File: config.mk
export PLATFORM = sky130hd
export DESIGN_NAME = out_rate_cont_flat
export DESIGN_NICKNAME = d
export VERILOG_FILES = /design/src/rtl/out_rate_cont_if.sv /design/src/rtl/out_rate_cont.sv /design/src/flat_wrapper.sv
export SDC_FILE = /design/constraint.sdc
export NUM_CORES = 1
export LEC_CHECK = 0
export CAP_MARGIN = 30
export CORE_MARGIN = 2
export CORE_UTILIZATION = 35
export DETAILED_ROUTE_END_ITERATION = 7
export SYNTH_ARGS = -nofsm -noshare
export SYNTH_HDL_FRONTEND = slang
export SYNTH_SLANG_ARGS = --single-unit
File: constraint.sdc
create_clock -name clk -period 2 [get_ports clk]
set_input_delay 0.4 -clock clk [delete_from_list [all_inputs] [get_ports clk]]
set_output_delay 0.4 -clock clk [all_outputs]
set_load 0.1 [all_outputs]
File: src/rtl/out_rate_cont_if.sv
// Signal bundle between the rate-control sequencer and its config front end / out_rate datapath.
// master drives requests and pipe status; slave is the sequencer.
interface out_rate_cont_if #(
  parameter int unsigned RATE_W = 8,
  parameter int unsigned CNT_W  = 6
);
  logic              cfg_valid;
  logic [RATE_W-1:0] cfg_rate;
  logic              cfg_ready;
  logic              cfg_done;
  logic              soft_flush;
  logic              samp_in;
  logic              samp_out;
  logic              fifo_empty;
  logic              hold_in;
  logic              flush;
  logic [RATE_W-1:0] rate;
  logic              busy;
  logic [CNT_W-1:0]  in_flight;
  logic              err;

  modport master (
    output cfg_valid, cfg_rate, soft_flush, samp_in, samp_out, fifo_empty,
    input  cfg_ready, cfg_done, hold_in, flush, rate, busy, in_flight, err
  );

  modport slave (
    input  cfg_valid, cfg_rate, soft_flush, samp_in, samp_out, fifo_empty,
    output cfg_ready, cfg_done, hold_in, flush, rate, busy, in_flight, err
  );
endinterface

File: src/rtl/out_rate_cont.sv
// Sequences output-rate changes: stall upstream, drain pipe and FIFO, flush, apply, acknowledge.
// Optional drain timeout in HOLD enabled by defining OUT_RATE_CONT_TIMEOUT_EN.
module out_rate_cont #(
  parameter int unsigned RATE_W    = 8,
  parameter int unsigned CNT_W     = 6,
`ifdef OUT_RATE_CONT_TIMEOUT_EN
  parameter int unsigned TO_CYC    = 64,
`endif
  parameter int unsigned FLUSH_CYC = 2
) (
  input logic             clk,
  input logic             rst_n,
  out_rate_cont_if.slave  bus
);

  localparam int unsigned FC_W = (FLUSH_CYC > 1) ? $clog2(FLUSH_CYC) : 1;

  typedef enum logic [1:0] {StIdle, StHold, StFlush, StApply} state_e;

  state_e            state_q;
  logic [RATE_W-1:0] rate_q;
  logic [RATE_W-1:0] pending_q;
  logic              from_hold_q;
  logic [FC_W-1:0]   flush_cnt_q;
  logic [CNT_W-1:0]  in_flight_q;
  logic              err_q;
  logic              drained;
  logic              timeout_hit;
  logic              inc, dec, at_max, at_zero;

  assign drained = (in_flight_q == '0) && bus.fifo_empty;

`ifdef OUT_RATE_CONT_TIMEOUT_EN
  localparam int unsigned TO_W = $clog2(TO_CYC + 1);
  logic [TO_W-1:0] to_cnt_q;

  // Fires on the TO_CYC-th consecutive HOLD cycle that still has not drained.
  assign timeout_hit = (state_q == StHold) && !drained && (to_cnt_q == TO_W'(TO_CYC - 1));

  always_ff @(posedge clk or negedge rst_n) begin
    if (!rst_n) begin
      to_cnt_q <= '0;
    end else if (state_q == StHold) begin
      to_cnt_q <= to_cnt_q + 1'b1;
    end else begin
      to_cnt_q <= '0;
    end
  end
`else
  assign timeout_hit = 1'b0;
`endif

  always_ff @(posedge clk or negedge rst_n) begin
    if (!rst_n) begin
      state_q     <= StIdle;
      rate_q      <= '0;
      pending_q   <= '0;
      from_hold_q <= 1'b0;
      flush_cnt_q <= '0;
    end else begin
      unique case (state_q)
        StIdle: begin
          flush_cnt_q <= '0;
          if (bus.soft_flush) begin
            state_q     <= StFlush;
            pending_q   <= rate_q;
            from_hold_q <= 1'b0;
          end else if (bus.cfg_valid) begin
            state_q     <= StHold;
            pending_q   <= bus.cfg_rate;
            from_hold_q <= 1'b1;
          end
        end
        StHold: begin
          if (drained || timeout_hit) begin
            state_q <= StFlush;
          end
        end
        StFlush: begin
          if (flush_cnt_q == FC_W'(FLUSH_CYC - 1)) begin
            rate_q  <= pending_q;
            state_q <= from_hold_q ? StApply : StIdle;
          end else begin
            flush_cnt_q <= flush_cnt_q + 1'b1;
          end
        end
        StApply: begin
          state_q <= StIdle;
        end
        default: state_q <= StIdle;
      endcase
    end
  end

  assign inc     = bus.samp_in && !bus.samp_out;
  assign dec     = bus.samp_out && !bus.samp_in;
  assign at_max  = (in_flight_q == '1);
  assign at_zero = (in_flight_q == '0);

  // Flush discards everything in the pipe, so it overrides counting and error detection.
  always_ff @(posedge clk or negedge rst_n) begin
    if (!rst_n) begin
      in_flight_q <= '0;
      err_q       <= 1'b0;
    end else begin
      if (state_q == StFlush) begin
        in_flight_q <= '0;
      end else if (inc && !at_max) begin
        in_flight_q <= in_flight_q + 1'b1;
      end else if (dec && !at_zero) begin
        in_flight_q <= in_flight_q - 1'b1;
      end
      if (timeout_hit || ((state_q != StFlush) && ((inc && at_max) || (dec && at_zero)))) begin
        err_q <= 1'b1;
      end
    end
  end

  assign bus.cfg_ready = (state_q == StIdle) && !bus.soft_flush;
  assign bus.cfg_done  = (state_q == StApply);
  assign bus.hold_in   = (state_q != StIdle);
  assign bus.flush     = (state_q == StFlush);
  assign bus.busy      = (state_q != StIdle);
  assign bus.rate      = rate_q;
  assign bus.in_flight = in_flight_q;
  assign bus.err       = err_q;

endmodule

File: src/flat_wrapper.sv
// flat-port wrapper written by rule: the top's interface ports become plain ports
module out_rate_cont_flat 
#(
  parameter int unsigned RATE_W    = 8,
  parameter int unsigned CNT_W     = 6,

  parameter int unsigned FLUSH_CYC = 2
)
  (clk, rst_n, bus_cfg_valid, bus_cfg_rate, bus_soft_flush, bus_samp_in, bus_samp_out, bus_fifo_empty, bus_cfg_ready, bus_cfg_done, bus_hold_in, bus_flush, bus_rate, bus_busy, bus_in_flight, bus_err);
  out_rate_cont_if #(.RATE_W(RATE_W), .CNT_W(CNT_W)) bus_i ();
  input logic clk;
  input logic rst_n;
  input wire logic [$bits(bus_i.cfg_valid)-1:0] bus_cfg_valid;
  input wire logic [$bits(bus_i.cfg_rate)-1:0] bus_cfg_rate;
  input wire logic [$bits(bus_i.soft_flush)-1:0] bus_soft_flush;
  input wire logic [$bits(bus_i.samp_in)-1:0] bus_samp_in;
  input wire logic [$bits(bus_i.samp_out)-1:0] bus_samp_out;
  input wire logic [$bits(bus_i.fifo_empty)-1:0] bus_fifo_empty;
  output wire logic [$bits(bus_i.cfg_ready)-1:0] bus_cfg_ready;
  output wire logic [$bits(bus_i.cfg_done)-1:0] bus_cfg_done;
  output wire logic [$bits(bus_i.hold_in)-1:0] bus_hold_in;
  output wire logic [$bits(bus_i.flush)-1:0] bus_flush;
  output wire logic [$bits(bus_i.rate)-1:0] bus_rate;
  output wire logic [$bits(bus_i.busy)-1:0] bus_busy;
  output wire logic [$bits(bus_i.in_flight)-1:0] bus_in_flight;
  output wire logic [$bits(bus_i.err)-1:0] bus_err;
  assign bus_i.cfg_valid = bus_cfg_valid;
  assign bus_i.cfg_rate = bus_cfg_rate;
  assign bus_i.soft_flush = bus_soft_flush;
  assign bus_i.samp_in = bus_samp_in;
  assign bus_i.samp_out = bus_samp_out;
  assign bus_i.fifo_empty = bus_fifo_empty;
  assign bus_cfg_ready = bus_i.cfg_ready;
  assign bus_cfg_done = bus_i.cfg_done;
  assign bus_hold_in = bus_i.hold_in;
  assign bus_flush = bus_i.flush;
  assign bus_rate = bus_i.rate;
  assign bus_busy = bus_i.busy;
  assign bus_in_flight = bus_i.in_flight;
  assign bus_err = bus_i.err;
  out_rate_cont #(.RATE_W(RATE_W), .CNT_W(CNT_W), .FLUSH_CYC(FLUSH_CYC)) u_core (.clk(clk), .rst_n(rst_n), .bus(bus_i));
endmodule
==> results.yml, run 1 <==
setup_path:
  crit_arrival_ns: 2.49
  end_kind: "flip-flop"
  reg2reg_slack_ns: -0.26
  critical_path_class: "input pin to flip-flop"
  path_max_fanout: 6
  critPathLaunchType: "input pin"
  cp_data_required_time_ns: 2.21
placement:
  dp_hpwl_microns: 2507
  postPlaceCellArea_sq_mm: 0.002068
  numPortBuffers: 34
  finalWeightedCongestion: 0.8433
routing:
  drt-initial-drc-count: 46
  vias: 1261
  drc: 0
  drt-pass1-iter-count: 4
  route.detailed.wl_per_inst_microns: 14.35
  ant_nets: 0
  wl_microns: 3572
  viasPerCell: 5.064
global_routing:
  grt_pass1_vias: 1243
  track_usage_pct: 16.12
  grt_overflow: 0
  grt_pass1_wl_microns: 5526
  antenna_found_initial: 0
  grt_start_max_net_pins: 28
timing:
  fin_setup_tns_ns: -0.6253
  tightest_slew_ns: 0.3728
  min_period_over_period_pct: 114.2
  setup_ws_ns: -0.2843
  slew_violations: 0
  hold_slack_ns: 0.4855
  max_freq_mhz: 437.8
  fin_skew_ns: 0.004937
  layout_min_cycle_time_ns: 2.284
  slew_headroom_pct: 75.09
  rsz0062_at_grt: "yes"
  setup_viol: 3
  hold_viol_final: 0
final_layout:
  final_cell_mix: "buf_4 (36), dfrtp_1 (21), nor2_1 (17), a21oi_1 (13), clkdlybuf4s50_1 (13)"
  layout_commonest_cell: "buf_4"
  nets: 220
  area_delta_synth_final_pct: 59.28
  antennaDiodeCount: 0
  drive_gt1_share_pct: 44.22
  fin_area_sq_mm: 0.002266
floorplanning:
  dieHeight_microns: 67.76
  die_w_microns: 67.76
  start_util_pct: 36.08
  std_cell_rows: 23
  core-area_sq_mm: 0.003943
  io_pins: 35
  dieArea_sq_mm: 0.004591
synth:
  ys_ff_latch: 27
  yosysUniqueCellTypes: 37
  syn_area_sq_mm: 0.001423
  avgSynthCellArea_sq_um: 10.38
  synth-edff-count: 0
  async_flop_share_pct: 100.0
  ys.flop_type: "dfrtp_1"
  ys_seq_area_share_pct: 47.49
  synth_warnings: 0
  syn-num-nets: 157
  synth_cells: 137
run_status:
  violations: "negative setup slack"
  status: "finished, violations left"
worst_hold_path:
  worstHoldPathType: "input pin to asynchronous set/reset pin"
flow_run:
  max_cap_viol_count: 0
clock_network:
  ctsHoldBuffers: 0
  cts_buffers: 3
  clock_path_buffers: 2
  cts_tree: "yes"
  cts_num_sinks: 27
  cts_max_level: 1
  clk_pin_slew_worst_paths_ns: 0.10
  cts-root-buf: "clkbuf_8"
  worstSkewPairLatency_ns: 0.27
==> per-layer routing <==
| layer | vias to the layer above | share of wire [%] | GRT usage (%) |
|---|---|---|---|
| met1 | 622 | 43 | 19.41 |
| met4 | 0 | 0.95 | 6.122 |
| li1 | 606 | - | - |
| met3 | 4 | 4.0 | 2.833 |
| met2 | 29 | 52 | 28.43 |
| met5 | - | 0 | 0 |
==> metrics by stage <==
step	utilization [%]	worst slack [ns]	std cells
final	57.47	-0.2843	249
after global routing	57.47	-0.3604	249
after CTS	54.43	-0.1863	242
after detailed placement	52.46	-0.5229	235
after global placement	52.46	-0.4665	235
after floorplan	-	-0.3962	137
==> state kept, by name (all words and copies together) (netlist names) <==
register and cells:
u_core.bus.err 1, u_core.bus.in_flight 6, u_core.bus.rate 8, u_core.flush_cnt_q 1, u_core.from_hold_q 1, u_core.pending_q 8, u_core.state_q 2
==> area by class of cell <==
cell class                      count  area (sq um)
Inverter                            7         26.28
Clock inverter                      1         7.507
Tap cell                           50         62.56
Timing Repair Buffer               62         631.9
Sequential cell                    27         698.2
Clock buffer                        3         41.29
Fill cell                         318          1677
Multi-Input combinational cell     99         798.3
==> synthesized netlist by cell type (all sizes together), types with 2 or more instances <==
master  instances  area share, %
mux2            8            6.3
o211ai          2            1.1
o21bai          2            1.8
a21o            4            2.2
nor3            4            2.2
o21ai           4            1.7
a211oi          2            1.1
a21oi          15            5.3
xnor2           2            1.2
inv             7            1.8
nor2           18            4.7
nor2b           2           0.88
nand2           8            2.1
ha              4            3.5
mux2i           8            5.6
o21a            2            1.1
a31oi           3            1.3
dfrtp          27             47
buf             4            1.7
==> worst max-delay path: stages <==
cell             delay [ns]
clkdlybuf4s50_1        0.42
nand2b_4               0.15
o21bai_4               0.21
buf_4                  0.15
ha_1                   0.31
o21ai_1                0.14
o21ai_2                0.20
nand3_1                0.14
a41o_1                 0.26
nor2_1                 0.11
==> worst paths after layout <==
kind | start | to | cells after the start
max | bus_samp_out | u_core.bus.in_flight[5]$_DFFE_PN0P_ | 10
min in group clk | u_core.bus.err$_DFFE_PN0P_ | u_core.bus.err$_DFFE_PN0P_ | 1
max reg2reg | u_core.bus.in_flight[4]$_DFFE_PN0P_ | u_core.bus.in_flight[5]$_DFFE_PN0P_ | 9
min | rst_n | u_core.pending_q[3]$_DFFE_PN0P_ | 2
min reg2reg | u_core.bus.err$_DFFE_PN0P_ | u_core.bus.err$_DFFE_PN0P_ | 1
max in group asynchronous | rst_n | u_core.bus.in_flight[1]$_DFFE_PN0P_ | 2
==> logic make-up (layout without fill, tap and decap cells) <==
kind of cell / after synthesis / count (layout) / share of synthesized area, %
simple gates: 39 / 39 / 13.46
compound gates: 37 / 37 / 17.41
flops: 27 / 27 / 47.49
mux: 16 / 16 / 11.96
buf+inv: 11 / 73 / 3.517
fa+ha+maj: 5 / 5 / 4.925
xor+xnor: 2 / 2 / 1.232
==> what timing repair did <==
action | in CTS | in global routing
pin swaps | 5 | 7
setup buffers | 3 | 7
endpoints found under the setup margin | 3 | 5
resized for setup | 4 | 12
Power of run 1 is left out: the tool's default activity adds up to more than one toggle a clock period on the data nets, which glitch-free logic cannot reach.
==> inputs of run 2 (changes only) <==
- CELL_PAD_IN_SITES_DETAIL_PLACEMENT: default -> 0
- CELL_PAD_IN_SITES_GLOBAL_PLACEMENT: default -> 1
- CORE_UTILIZATION: 35 -> 33
- PLACE_DENSITY_LB_ADDON: default -> 0.1
==> run 2 against run 1 <==
  * The flow still finishes with violations (negative setup slack)
  * Critical path depth decreased by 1
  * Core utilization decreased by 1.2 points
  * Non-clock buffer count increased by 7
  * Via count increased by 2.2%
  * Hold slack got worse by 0.051 ns
  * Worst setup slack improved by 0.17 ns
  * Routed wire length increased by 2.8%
  * First-iteration DRC count increased by 46%
  * Clock skew increased by 0.0016 ns
  * Fmax increased by 7.8%
  * Sequential share of layout area decreased by 0.45 points
  * Highest routed layer unchanged
==> results.yml, run 2 (synthesis gave the netlist of run 1 again) <==
placement:
  dp_hpwl_microns: 2535
  placed_cells: 238
  finalWeightedCongestion: 0.9174
  numPortBuffers: 34
  pre_cts_slack_ns: -0.4756
final_layout:
  antennaDiodeCount: 0
  drive_gt1_share_pct: 45.63
  area_delta_synth_final_pct: 61.65
  final_cell_mix: "buf_4 (43), dfrtp_1 (21), nor2_1 (17), a21oi_1 (13), clkdlybuf4s50_1 (12)"
  layout_commonest_cell: "buf_4"
  nets: 227
  final_util_pct: 56.28
  num-fill-cells: 380
  final_cells: 256
run_status:
  status: "finished, violations left"
  violations: "negative setup slack"
setup_path:
  critical_path_class: "flip-flop to flip-flop"
  cp_data_required_time_ns: 2.21
  end_kind: "flip-flop"
  reg2reg_slack_ns: -0.12
  reg2reg_depth: 9
  path_max_fanout: 6
  rr_endpoint: "u_core.bus.in_flight[4]$_DFFE_PN0P_"
  critPathLaunchType: "flip-flop"
  worstReg2RegStart: "u_core.bus.in_flight[4]$_DFFE_PN0P_"
  crit_arrival_ns: 2.33
  critPathLaunch: "u_core.bus.in_flight[4]$_DFFE_PN0P_"
floorplanning:
  dieArea_sq_mm: 0.004852
  start_util_pct: 34.81
  dieHeight_microns: 69.66
  die_w_microns: 69.66
  std_cell_rows: 23
  core-area_sq_mm: 0.004086
  io_pins: 35
timing:
  fin_skew_ns: 0.006553
  min_period_over_period_pct: 106.0
  rsz0062_at_grt: "yes"
  slew_headroom_pct: 68.85
  setup_viol: 6
  layout_min_cycle_time_ns: 2.119
  slew_violations: 0
  setup_ws_ns: -0.1191
  tightest_slew_ns: 0.4658
  max_freq_mhz: 471.9
  hold_viol_final: 0
  hold_slack_ns: 0.4343
worst_hold_path:
  worstHoldPathType: "input pin to asynchronous set/reset pin"
global_routing:
  grt_overflow: 0
  grt_start_max_net_pins: 17
  antenna_found_initial: 0
  track_usage_pct: 15.79
  grt_pass1_wl_microns: 6230
  grt_pass1_vias: 1395
clock_network:
  cts-root-buf: "clkbuf_8"
  ctsHoldBuffers: 0
  cts_num_sinks: 27
  cts_tree: "yes"
  cts_max_level: 1
  clk_pin_slew_worst_paths_ns: 0.10
  cts_buffers: 3
  worstSkewPairLatency_ns: 0.28
  clock_path_buffers: 2
routing:
  viasPerCell: 5.035
  drc: 0
  route.detailed.wl_per_inst_microns: 14.34
  vias: 1289
  wl_microns: 3672
  ant_nets: 0
  drt-initial-drc-count: 67
  drt-pass1-iter-count: 4
flow_run:
  max_cap_viol_count: 0
==> run 2: how the worst max path moves through the flow <==
stage                                                endpoint  slack, ns  depth (start not counted)
after global placement    u_core.bus.in_flight[4]$_DFFE_PN0P_      -0.43                         10
final                     u_core.bus.in_flight[4]$_DFFE_PN0P_      -0.12                          9
after CTS                 u_core.bus.in_flight[4]$_DFFE_PN0P_      -0.14                          8
after detailed placement  u_core.bus.in_flight[5]$_DFFE_PN0P_      -0.48                          9
after floorplan           u_core.bus.in_flight[4]$_DFFE_PN0P_      -0.40                          9
after global routing      u_core.bus.in_flight[4]$_DFFE_PN0P_      -0.23                          9
==> run 2: area by class of cell <==
type                            instances  area [sq um]  area share [%]
Clock buffer                            3         41.29           1.795
Clock inverter                          1         7.507          0.3264
Inverter                                7         26.28           1.143
Multi-Input combinational cell         99         789.5           34.33
Sequential cell                        27         698.2           30.36
Tap cell                               50         62.56           2.720
Timing Repair Buffer                   69         674.4           29.33
==> run 2: metal layers <==
layer,share of wire (%),up-vias,global-route usage [%]
met5,0,-,0
met4,1.9,0,7.692
met3,5.1,9,3.343
met2,51,39,27.35
met1,42,623,18.48
li1,-,618,-
==> run 2: worst max-delay path, stage by stage, from the launching register on <==
cell and delay (ns):
dfrtp_4 0.41, nand4_1 0.18, o21bai_4 0.29, inv_2 0.06
fa_2 0.34, nor2b_1 0.11, o21a_1 0.13, nor3_1 0.05
or3b_4 0.36, a21oi_2 0.11
==> run 2: per-stage QoR <==
step / setup TNS (ns) / instance area (sq um)
after CTS: -0.3553 / 2221
after detailed placement: -1.417 / 2078
after floorplan: -0.9723 / 1479
final: -0.4037 / 2300
after global placement: -1.292 / 2078
after global routing: -1.326 / 2300
==> run 2: repair_timing <==
action | in CTS | in global routing
buffers inserted | 9 | 5
endpoints found under the hold margin | 0 | 0
gates resized for setup | 8 | 9
endpoints found under the setup margin | 4 | 8
pin swaps | 5 | 9
Power of run 2 is left out for the same reason.
==> inputs of run 3 (changes only) <==
- CAP_MARGIN: 30 -> default
==> results of run 3 <==
The final DEF is identical to that of run 2; final timing and power are the same.
Power of run 3 is left out for the same reason.
==> RTL change: new RTL, config.mk and constraints of run 1 <==
`FLUSH_CYC` is set to 2 in 2 places; all go to 4.
--- a/src/rtl/out_rate_cont.sv
+++ b/src/rtl/out_rate_cont.sv
@@ -7,5 +7,5 @@
   parameter int unsigned TO_CYC    = 64,
 `endif
-  parameter int unsigned FLUSH_CYC = 2
+  parameter int unsigned FLUSH_CYC = 4
 ) (
   input logic             clk,
--- a/src/flat_wrapper.sv
+++ b/src/flat_wrapper.sv
@@ -5,5 +5,5 @@
   parameter int unsigned CNT_W     = 6,
 
-  parameter int unsigned FLUSH_CYC = 2
+  parameter int unsigned FLUSH_CYC = 4
 )
   (clk, rst_n, bus_cfg_valid, bus_cfg_rate, bus_soft_flush, bus_samp_in, bus_samp_out, bus_fifo_empty, bus_cfg_ready, bus_cfg_done, bus_hold_in, bus_flush, bus_rate, bus_busy, bus_in_flight, bus_err);
Function: changed (Yosys sat finds a counterexample within 4 cycles, from zero or initial values and one cycle with rst_n low).
==> RTL change against run 1 <==
The flow still finishes with violations (setup timing); setup slack improved by 0.096 ns; critical endpoint unchanged; wire length down 0.14%; design area up 3.4%; sequential cell count is 1 higher; core utilization decreased by 0.16 points; synthesized area grew 6.2%.
Power is left out: the tool's default activity adds up to more than one toggle a clock period on the data nets, which glitch-free logic cannot reach.
==> RTL change: results (changes against run 1) <==
| Metric | Value |
|---|---|
| Number of non-clock buffers | `60 (-3.2%)` |
| Layout Nets | `225 (+2.3%)` |
| Tot GR Track Use | `0.153 (-0.00793)` |
| Layout filler cell count | `361 (+14%)` |
| Mux share of post-synthesis cell area | `0.120 (+0.000420)` |
| CP max stage cell | `dfrtp_4` |
| Seq/Total Area, Yosys | `0.464 (-0.0114)` |
| XOR/XNOR Fraction of Synth Area | `0.0116 (-0.000724)` |
| M2 GR Usage | `0.263 (-0.0215)` |
| Layout cell share with drive strength beyond 1 | `0.438 (-0.00379)` |
| CP Data Arrival Time | `2.40 ns (-0.09 ns)` |
| Final WS setup | `-0.189 ns (+0.0957 ns)` |
| Layout non-clock buf frac | `0.264 (-0.0144)` |
| Vias in the first global route | `1,362 (+9.6%)` |
| Synth unique cells | `41 (+11%)` |
| 1st-iter DRT viols | `60 (+30%)` |
| Detailed-route via count | `1,298 (+2.9%)` |
| Area occupied by multi-input gates | `833 sq um (+4.4%)` |
| Min-delay worst type | `reg -> reg` |
| Outcome | `finished, violations left` |
| GPL Wtd Cong | `0.861 (+2.1%)` |
| First-pass GRT wire length | `6.18 mm (+12%)` |
| Crit Path Class | `reg -> reg` |
| Failing checks | `setup timing` |
| Final setup viols | `8 (+5)` |
| Met3 usage | `0.0407 (+0.0124)` |
| #FFs+latches synth | `28 (+3.7%)` |
| Top cells by count, synth | `28 x dfrtp_1, 17 x nor2_1, 15 x a21oi_1, 9 x mux2_2` |
| Leading post-synthesis cells by cell area | `dfrtp_1 46%, mux2_2 6.7%, mux2i_1 5.3%` |
| DP HPWL | `2.59 mm (+3.4%)` |
[RTL change: what timing repair did]
item                       4_1_cts  5_1_grt
buffers inserted                 6        4
resized for setup                4       14
setup endpoints to repair        5        9
gates cloned                     0        0
pin swaps                        4        4
[RTL change: routing by layer]
layer | up-vias | wire [microns]
met4 | 0 | 31
li1 | 631 | -
met2 | 28 | 1840
met1 | 634 | 1560
met3 | 5 | 137
met5 | - | 0
[RTL change: per-stage QoR]
step	util	setup TNS (ns)	setup slack, ns	hold slack [ns]	instances
after global placement	0.521	-1.50	-0.461	0.463	239
after global routing	0.573	-1.58	-0.316	0.508	253
final	0.573	-0.715	-0.189	0.486	253
after floorplan	-	-1.29	-0.364	0.104	145
after CTS	0.551	-0.337	-0.150	0.493	249
after detailed placement	0.521	-1.86	-0.572	0.467	239
[RTL change: logic make-up after synthesis]
logic type	Yosys count
and+or+nand+nor	41
AOI/OAI and AO/OA	38
adders and majority gates	6
xor gates and xnor gates	2
buffers and inverters	13
muxes	17
DFF	28
